<file path="src/rtl/gf180mcu_osu_sc_gp12t3v3__clkbuf_div_if.sv">
// Control/status bundle for the gateable clock-divider buffer.
// The master side issues the run request and ratio; the slave side is the
// divider, which returns the divided clock and its status flags.
interface gf180mcu_osu_sc_gp12t3v3__clkbuf_div_if #(
  parameter int WIDTH = 4
);
  logic             EN;   // run request, may be asynchronous to CLK
  logic [WIDTH-1:0] DIV;  // half-period minus one, in CLK cycles
  logic             Y;    // divided clock
  logic             RUN;  // divider is running
  logic             ACK;  // one-cycle pulse at each period start that loaded DIV

  modport master (
    output EN,
    output DIV,
    input  Y,
    input  RUN,
    input  ACK
  );

  modport slave (
    input  EN,
    input  DIV,
    output Y,
    output RUN,
    output ACK
  );
endinterface

</file>
<file path="src/rtl/gf180mcu_osu_sc_gp12t3v3__clkbuf_div.sv">
// Gateable 50%-duty clock divider for the 12-track 3.3 V library.
// Y has a high phase and a low phase of (d_act+1) CLK cycles each. The ratio
// is reloaded, and a stop request honoured, only at a period boundary (the
// end of a low phase), so Y never carries a truncated pulse. All outputs come
// straight from flops.
module gf180mcu_osu_sc_gp12t3v3__clkbuf_div #(
  parameter int WIDTH       = 4,
  parameter int SYNC_STAGES = 2   // legal range 1..4
) (
  input  logic                                         CLK,
  input  logic                                         RN,
  gf180mcu_osu_sc_gp12t3v3__clkbuf_div_if.slave        bus
);

  typedef enum logic {
    ST_IDLE = 1'b0,
    ST_RUN  = 1'b1
  } state_t;

  logic [SYNC_STAGES-1:0] sync_q;
  logic                   en_s;

  state_t                 state;
  logic [WIDTH-1:0]       cnt;
  logic [WIDTH-1:0]       d_act;
  logic                   y_q;
  logic                   run_q;
  logic                   ack_q;

  // Bring the asynchronous run request into the CLK domain.
  // NOTE: the synchroniser flops are reset too, so a request left high across
  // reset is re-captured from scratch and restart latency stays deterministic.
  always_ff @(posedge CLK or negedge RN) begin
    if (!RN) begin
      sync_q <= '0;
    end else begin
      sync_q[0] <= bus.EN;
      for (int i = 1; i < SYNC_STAGES; i++) begin
        sync_q[i] <= sync_q[i-1];
      end
    end
  end

  assign en_s = sync_q[SYNC_STAGES-1];

  // Divider state machine; Y, RUN and ACK are registered here alongside state.
  // NOTE: every assignment in this clocked block is non-blocking, so all
  // decisions use the values from before the edge regardless of statement order.
  always_ff @(posedge CLK or negedge RN) begin
    if (!RN) begin
      state <= ST_IDLE;
      cnt   <= '0;
      d_act <= '0;
      y_q   <= 1'b0;
      run_q <= 1'b0;
      ack_q <= 1'b0;
    end else begin
      // ACK is a single-cycle pulse; only a ratio load raises it again.
      ack_q <= 1'b0;
      unique case (state)
        ST_IDLE: begin
          if (en_s) begin
            d_act <= bus.DIV;
            cnt   <= '0;
            y_q   <= 1'b1;
            ack_q <= 1'b1;
            run_q <= 1'b1;
            state <= ST_RUN;
          end
        end
        ST_RUN: begin
          if (cnt != d_act) begin
            // Mid-phase: count; cnt never passes d_act, so no wrap exists.
            cnt <= cnt + 1'b1;
          end else if (y_q) begin
            // End of high phase: enter low phase unconditionally.
            cnt <= '0;
            y_q <= 1'b0;
          end else if (en_s) begin
            // Period boundary with run still requested: reload the ratio.
            d_act <= bus.DIV;
            cnt   <= '0;
            y_q   <= 1'b1;
            ack_q <= 1'b1;
          end else begin
            // Period boundary with run withdrawn: park with Y low.
            cnt   <= '0;
            run_q <= 1'b0;
            state <= ST_IDLE;
          end
        end
        default: begin
          state <= ST_IDLE;
          run_q <= 1'b0;
          y_q   <= 1'b0;
          cnt   <= '0;
        end
      endcase
    end
  end

  assign bus.Y   = y_q;
  assign bus.RUN = run_q;
  assign bus.ACK = ack_q;

endmodule
</file>
<file path="src/flat_wrapper.sv">
// flat-port wrapper written by rule: the top's interface ports become plain ports
module gf180mcu_osu_sc_gp12t3v3__clkbuf_div_flat 
#(
  parameter int WIDTH       = 4,
  parameter int SYNC_STAGES = 2                      
)
  (CLK, RN, bus_EN, bus_DIV, bus_Y, bus_RUN, bus_ACK);
  gf180mcu_osu_sc_gp12t3v3__clkbuf_div_if #(.WIDTH(WIDTH)) bus_i ();
  input  logic CLK;
  input  logic RN;
  input wire logic [$bits(bus_i.EN)-1:0] bus_EN;
  input wire logic [$bits(bus_i.DIV)-1:0] bus_DIV;
  output wire logic [$bits(bus_i.Y)-1:0] bus_Y;
  output wire logic [$bits(bus_i.RUN)-1:0] bus_RUN;
  output wire logic [$bits(bus_i.ACK)-1:0] bus_ACK;
  assign bus_i.EN = bus_EN;
  assign bus_i.DIV = bus_DIV;
  assign bus_Y = bus_i.Y;
  assign bus_RUN = bus_i.RUN;
  assign bus_ACK = bus_i.ACK;
  gf180mcu_osu_sc_gp12t3v3__clkbuf_div #(.WIDTH(WIDTH), .SYNC_STAGES(SYNC_STAGES)) u_core (.CLK(CLK), .RN(RN), .bus(bus_i));
endmodule
</file>
<file path="config.mk">
export PLATFORM = sky130hd
export DESIGN_NAME = gf180mcu_osu_sc_gp12t3v3__clkbuf_div_flat
export DESIGN_NICKNAME = d
export VERILOG_FILES = /design/src/rtl/gf180mcu_osu_sc_gp12t3v3__clkbuf_div_if.sv /design/src/rtl/gf180mcu_osu_sc_gp12t3v3__clkbuf_div.sv /design/src/flat_wrapper.sv
export SDC_FILE = /design/constraint.sdc
export NUM_CORES = 1
export LEC_CHECK = 0
export ABC_CLOCK_PERIOD_IN_PS = 3900
export BUFFER_PORTS_ARGS = -buffer_cell sky130_fd_sc_hd__buf_2
export CORE_MARGIN = 5
export CORE_UTILIZATION = 38
export CTS_BUF_LIST = sky130_fd_sc_hd__clkbuf_16
export CTS_CLUSTER_SIZE = 14
export DETAILED_ROUTE_END_ITERATION = 10
export GPL_ROUTABILITY_DRIVEN = 0
export MAX_ROUTING_LAYER = met4
export PLACE_DENSITY = 0.54
export SLEW_MARGIN = 25
export SYNTH_ARGS = -nofsm -noshare
export SYNTH_HDL_FRONTEND = slang
export SYNTH_SLANG_ARGS = --single-unit
export TNS_END_PERCENT = 50
</file>
<file path="constraint.sdc">
create_clock -name CLK -period 3.9 [get_ports CLK]
set_input_delay 0.585 -clock CLK [delete_from_list [all_inputs] [get_ports CLK]]
set_output_delay 0.585 -clock CLK [all_outputs]
set_load 0.05 [all_outputs]
</file>
Word-level counts from Yosys, hierarchy flattened
Index checks and enable logic that the tools add are counted.
{ "word_totals": {"regBits": 14, "latchBits": 0, "ramBits": 0, "rom_bits": 0, "in_bits": 7, "out_inout_bits": 3, "elab_cells": 38, "memories": 0} }
{ "classes": {"addsub": 1, "n_mul": 0, "n_div": 0, "magnitude_cmp": 0, "eq_ne": 5, "n_shift": 0, "n_mux": 21, "bitwise": 1, "reduce_logical": 3} }
{ "ops": {"columns": ["operator", "count"], "rows": [
  ["4-bit 2-to-1 mux", 5],
  ["4-bit case mux with 2 select lines", 2],
  ["1-bit 2-to-1 mux", 10],
  ["1-bit case mux with 2 select lines", 4],
  ["2-bit inequality test, second input constant", 3],
  ["4-bit by 1-bit adder with 4-bit output, second input constant", 1],
  ["4-bit inequality test", 1],
  ["2-bit AND reduction", 2],
  ["4-bit AND reduction", 1],
  ["2-bit by 1-bit inequality test with 1-bit output, second input constant", 1],
  ["1-bit inverter", 1]
]} }

Depth between registers and ports, before layout
{ "logic_depth": {"depth_word": 4, "depth_mapped": 5, "ltp_nobuf": 4} }

Least setup slack after synthesis
Ideal clock, no wire load.
{ "synth_timing": {"path_kind": "reg2out", "from": "register u_core.y_q, in the netlist u_core.bus.Y", "to": "output bus_Y", "arrival_time_ns": 0.669, "t_required_ns": 3.315, "slack_ns": 2.646, "path_stages_with_launch": 1, "n_path_buf": 0, "path_cell_list": "dfrtp_1"} }
{ "synth_lines": {"columns": ["element", "line", "text"], "rows": [
  ["from (decl)", "gf180mcu_osu_sc_gp12t3v3__clkbuf_div.sv:26", "logic y_q;"],
  ["from (signal assigned)", "gf180mcu_osu_sc_gp12t3v3__clkbuf_div.sv:54", "y_q <= 1'b0;"],
  ["from (signal assigned)", "gf180mcu_osu_sc_gp12t3v3__clkbuf_div.sv:65", "y_q <= 1'b1;"],
  ["from (signal assigned)", "gf180mcu_osu_sc_gp12t3v3__clkbuf_div.sv:78", "y_q <= 1'b0;"],
  ["to (decl)", "flat_wrapper.sv:13", "output wire logic [$bits(bus_i.Y)-1:0] bus_Y;"]
]} }
No word-level cell between the ends.

Worst setup path in the final report
{ "layout_timing": {"from": "register u_core.cnt[0]", "to": "register u_core.state"} }
{ "layout_between": {"elab_chain_len": 3} }
{ "layout_lines": {"columns": ["element", "line", "text"], "rows": [
  ["from (decl)", "gf180mcu_osu_sc_gp12t3v3__clkbuf_div.sv:24", "logic [WIDTH-1:0] cnt;"],
  ["from (signal assigned)", "gf180mcu_osu_sc_gp12t3v3__clkbuf_div.sv:74", "cnt <= cnt + 1'b1;"],
  ["4-bit inequality test", "gf180mcu_osu_sc_gp12t3v3__clkbuf_div.sv:72", "if (cnt != d_act) begin"],
  ["1-bit 2-to-1 mux", "gf180mcu_osu_sc_gp12t3v3__clkbuf_div.sv:72", null],
  ["1-bit case mux with 2 select lines", "gf180mcu_osu_sc_gp12t3v3__clkbuf_div.sv:60", "unique case (state)"],
  ["to (signal assigned)", "gf180mcu_osu_sc_gp12t3v3__clkbuf_div.sv:68", "state <= ST_RUN;"],
  ["to (signal assigned)", "gf180mcu_osu_sc_gp12t3v3__clkbuf_div.sv:89", "state <= ST_IDLE;"],
  ["to (signal assigned)", "gf180mcu_osu_sc_gp12t3v3__clkbuf_div.sv:93", "state <= ST_IDLE;"],
  ["to (decl)", "gf180mcu_osu_sc_gp12t3v3__clkbuf_div.sv:23", "state_t state;"]
]} }
No other way between the ends.
A chain may end at the register's enable or synchronous reset.

==> run metrics <==
status completed; Syn Nets 76; Post-synth EDFFs 0; Slew @ Worst Pin 0.445 ns; drt via density 5.00; # resized after CTS 0; # hold bufs at CTS 0; CTS tree done; Mapped Area 669 um^2; number of iterations in the first detailed-routing pass 4; final WL 1240 um; row cnt 15; CTS Buf Count 3; skew final 0.00328 ns; IO Count 10; pin count of the biggest net entering global routing 16; Clock Latency Late Sink 0.24 ns; vias in the first global route ~470; Initial Utilization 0.392; initial antenna violation count 0; Fillers 160; H-tree levels 1; final hold vios 0; crit path cell chain xnor2_1 > nand4_2 > or2_1 > a21o_1; Initial DRC Count 7; maximum fanout along the worst path 14; Crit path required time 4.03 ns; VDD IR max 0.354 mV; Synth Register Bits 14; Syn Inst Count just under 70; CP arrival approximately 1.7 ns; fin crit share 0.406; biggest area consumer among synthesized cells dfrtp_1; Pins Over Slew Limit 0; footprint of the multi-input gates 298 um^2; Sequential Area around 350 um^2; setup bufs post-CTS 0; Post-Route Setup TNS 0 ns; max cap viols 0; Congestion Overflow GR 0; RSZ-0062 raised after global routing false; Area contributors post-synth dfrtp_1 (52%), nand2_1 (6.2%), xnor2_1 (5.2%); DR vias 510; port bufs 9; final setup violation count 0; Clock Tree Buf Depth 2; drt wl/cell 12.1 um; critical setup path kind reg2reg; Reg clk slew, reported paths ~0.040 ns; NumNets Final 87; Post-synth top flop dfrtp_1; Slew HR 0.703; CTS sink cnt 14; share of the synthesized area in the top cell type 0.523; CTS root buf clkbuf_16; R2R depth 4; layout cells sized above 1 0.169; Synth cell types 23; pwr/cell area ~750 mW/mm^2; slowest stage cell, crit path dfrtp_1; Setup crit end kind flop; Die ar. 0.00270 mm^2; Static Leak 0.369 nW; first-pass GRT wire length 2280 um; worst hold slack 0.230 ns; core area 0.00171 mm^2; hpwl dp 863 um; crit-path max cell delay roughly 0.43 ns; Area Growth Syn to Fin 20.6%; DR DRC count 0; Crit path depth 4; sequential fraction of the synthesis area 0.523; Post-synth ARST share 1.00; hold crit path type in2async; synth warn 0; CP top delay family simple AND/OR/NAND/NOR gates; Worst setup SP type flop; Final min period 1.58 ns; diode count 0; aggregate global-route resource usage 0.126; syn avg cell area slightly below 10 um^2; critical path buffer and inverter count 0; width of the die 52.0 um; Die Ht 52.0 um; antenna viol nets, final 0; FMAX 632 MHz
[cell families (layout without fill, tap and decap cells)]
| kind of cell | Yosys count | after routing | share of synthesized area |
|---|---|---|---|
| buf+inv | 5 | 14 | 0.0318 |
| xor+xnor | 5 | 5 | 0.0654 |
| simple gates | 25 | 25 | 0.179 |
| fa+ha+maj | 1 | 1 | 0.0187 |
| compound gates | 18 | 18 | 0.181 |
| flops | 14 | 14 | 0.523 |
[final timing paths]
check | start | to | slack (ns)
hold / removal | RN | u_core.cnt[3]$_DFFE_PN0P_ | 0.23
min in group CLK | u_core.sync_q[0]$_DFF_PN0_ | u_core.sync_q[1]$_DFF_PN0_ | 0.34
setup / recovery | u_core.cnt[0]$_DFFE_PN0P_ | u_core.state$_DFF_PN0_ | 2.32
setup reg to reg | u_core.cnt[0]$_DFFE_PN0P_ | u_core.state$_DFF_PN0_ | 2.32
hold reg to reg | u_core.sync_q[0]$_DFF_PN0_ | u_core.sync_q[1]$_DFF_PN0_ | 0.34
max in group asynchronous | RN | u_core.d_act[1]$_DFFE_PN0P_ | 3.43
[metrics by stage]
step	area, um^2	instances	utilization	worst slack (ns)	total power [mW]
3_3_place_gp	732	99	0.429	2.32	0.420
3_5_place_dp	732	99	0.429	2.31	0.420
6_report	807	102	0.473	2.32	0.604
2_1_floorplan	669	68	-	2.65	0.381
5_1_grt	807	102	0.473	2.16	0.656
4_1_cts	807	102	0.473	2.30	0.614
[worst register-to-register path: cells and delay by family (launching register included)]
kind            cells  cell delay [ns]
simple gates        2             0.68
flops               1             0.43
xor+xnor            1             0.19
compound gates      1             0.18
[area by class of cell]
cell class,instances,share of cell area
sequential,14,0.434
multi-input combinational,49,0.369
clock buffer,3,0.0930
timing repair buffer,9,0.0558
tap,25,0.0388
inverter,2,0.00930
[synth_stat cells, drive strengths merged, types with 2 or more instances]
library cell and n:
a31oi 2, xnor2 4, o21ai 3, nand2 11
nor2b 2, inv 2, a22oi 4, nor2 3
buf 2, nand3 6, o211ai 4, dfrtp 14
[cells in the final DEF, fill, tap and decap left out, types with 2 or more instances in the layout]
| master | instances |
|---|---|
| o21ai_0 | 3 |
| nand2_1 | 11 |
| clkbuf_16 | 3 |
| buf_2 | 9 |
| o211ai_1 | 4 |
| a31oi_1 | 2 |
| nor2_1 | 3 |
| a22oi_1 | 4 |
| xnor2_1 | 4 |
| dfrtp_1 | 14 |
| inv_1 | 2 |
| nand3_1 | 6 |
| nor2b_1 | 2 |
[sequential cells by signal, indices dropped and copies added (netlist names)]
register	flops
u_core.cnt	4
u_core.d_act	4
u_core.sync_q	2
u_core.bus.ACK	1
u_core.bus.RUN	1
u_core.bus.Y	1
u_core.state	1
[layer usage]
layer | track usage | wire (um) | vias to the layer above
met4 | 0.0786 | 30 | 0
met1 | 0.161 | 607 | 238
met5 | - | 0 | -
met3 | 0.0516 | 56 | 5
met2 | 0.163 | 545 | 9
li1 | - | - | 258
[power breakdown]
| part | total, mW | switching, mW | internal, mW |
|---|---|---|---|
| combinational | 0.182 | 0.102 | 0.0799 |
| clock | 0.189 | 0.0549 | 0.134 |
| sequential | 0.234 | 0.0481 | 0.186 |
| total | 0.604 | 0.205 | 0.399 |
No activity file was read; power rests on OpenSTA's default activity.
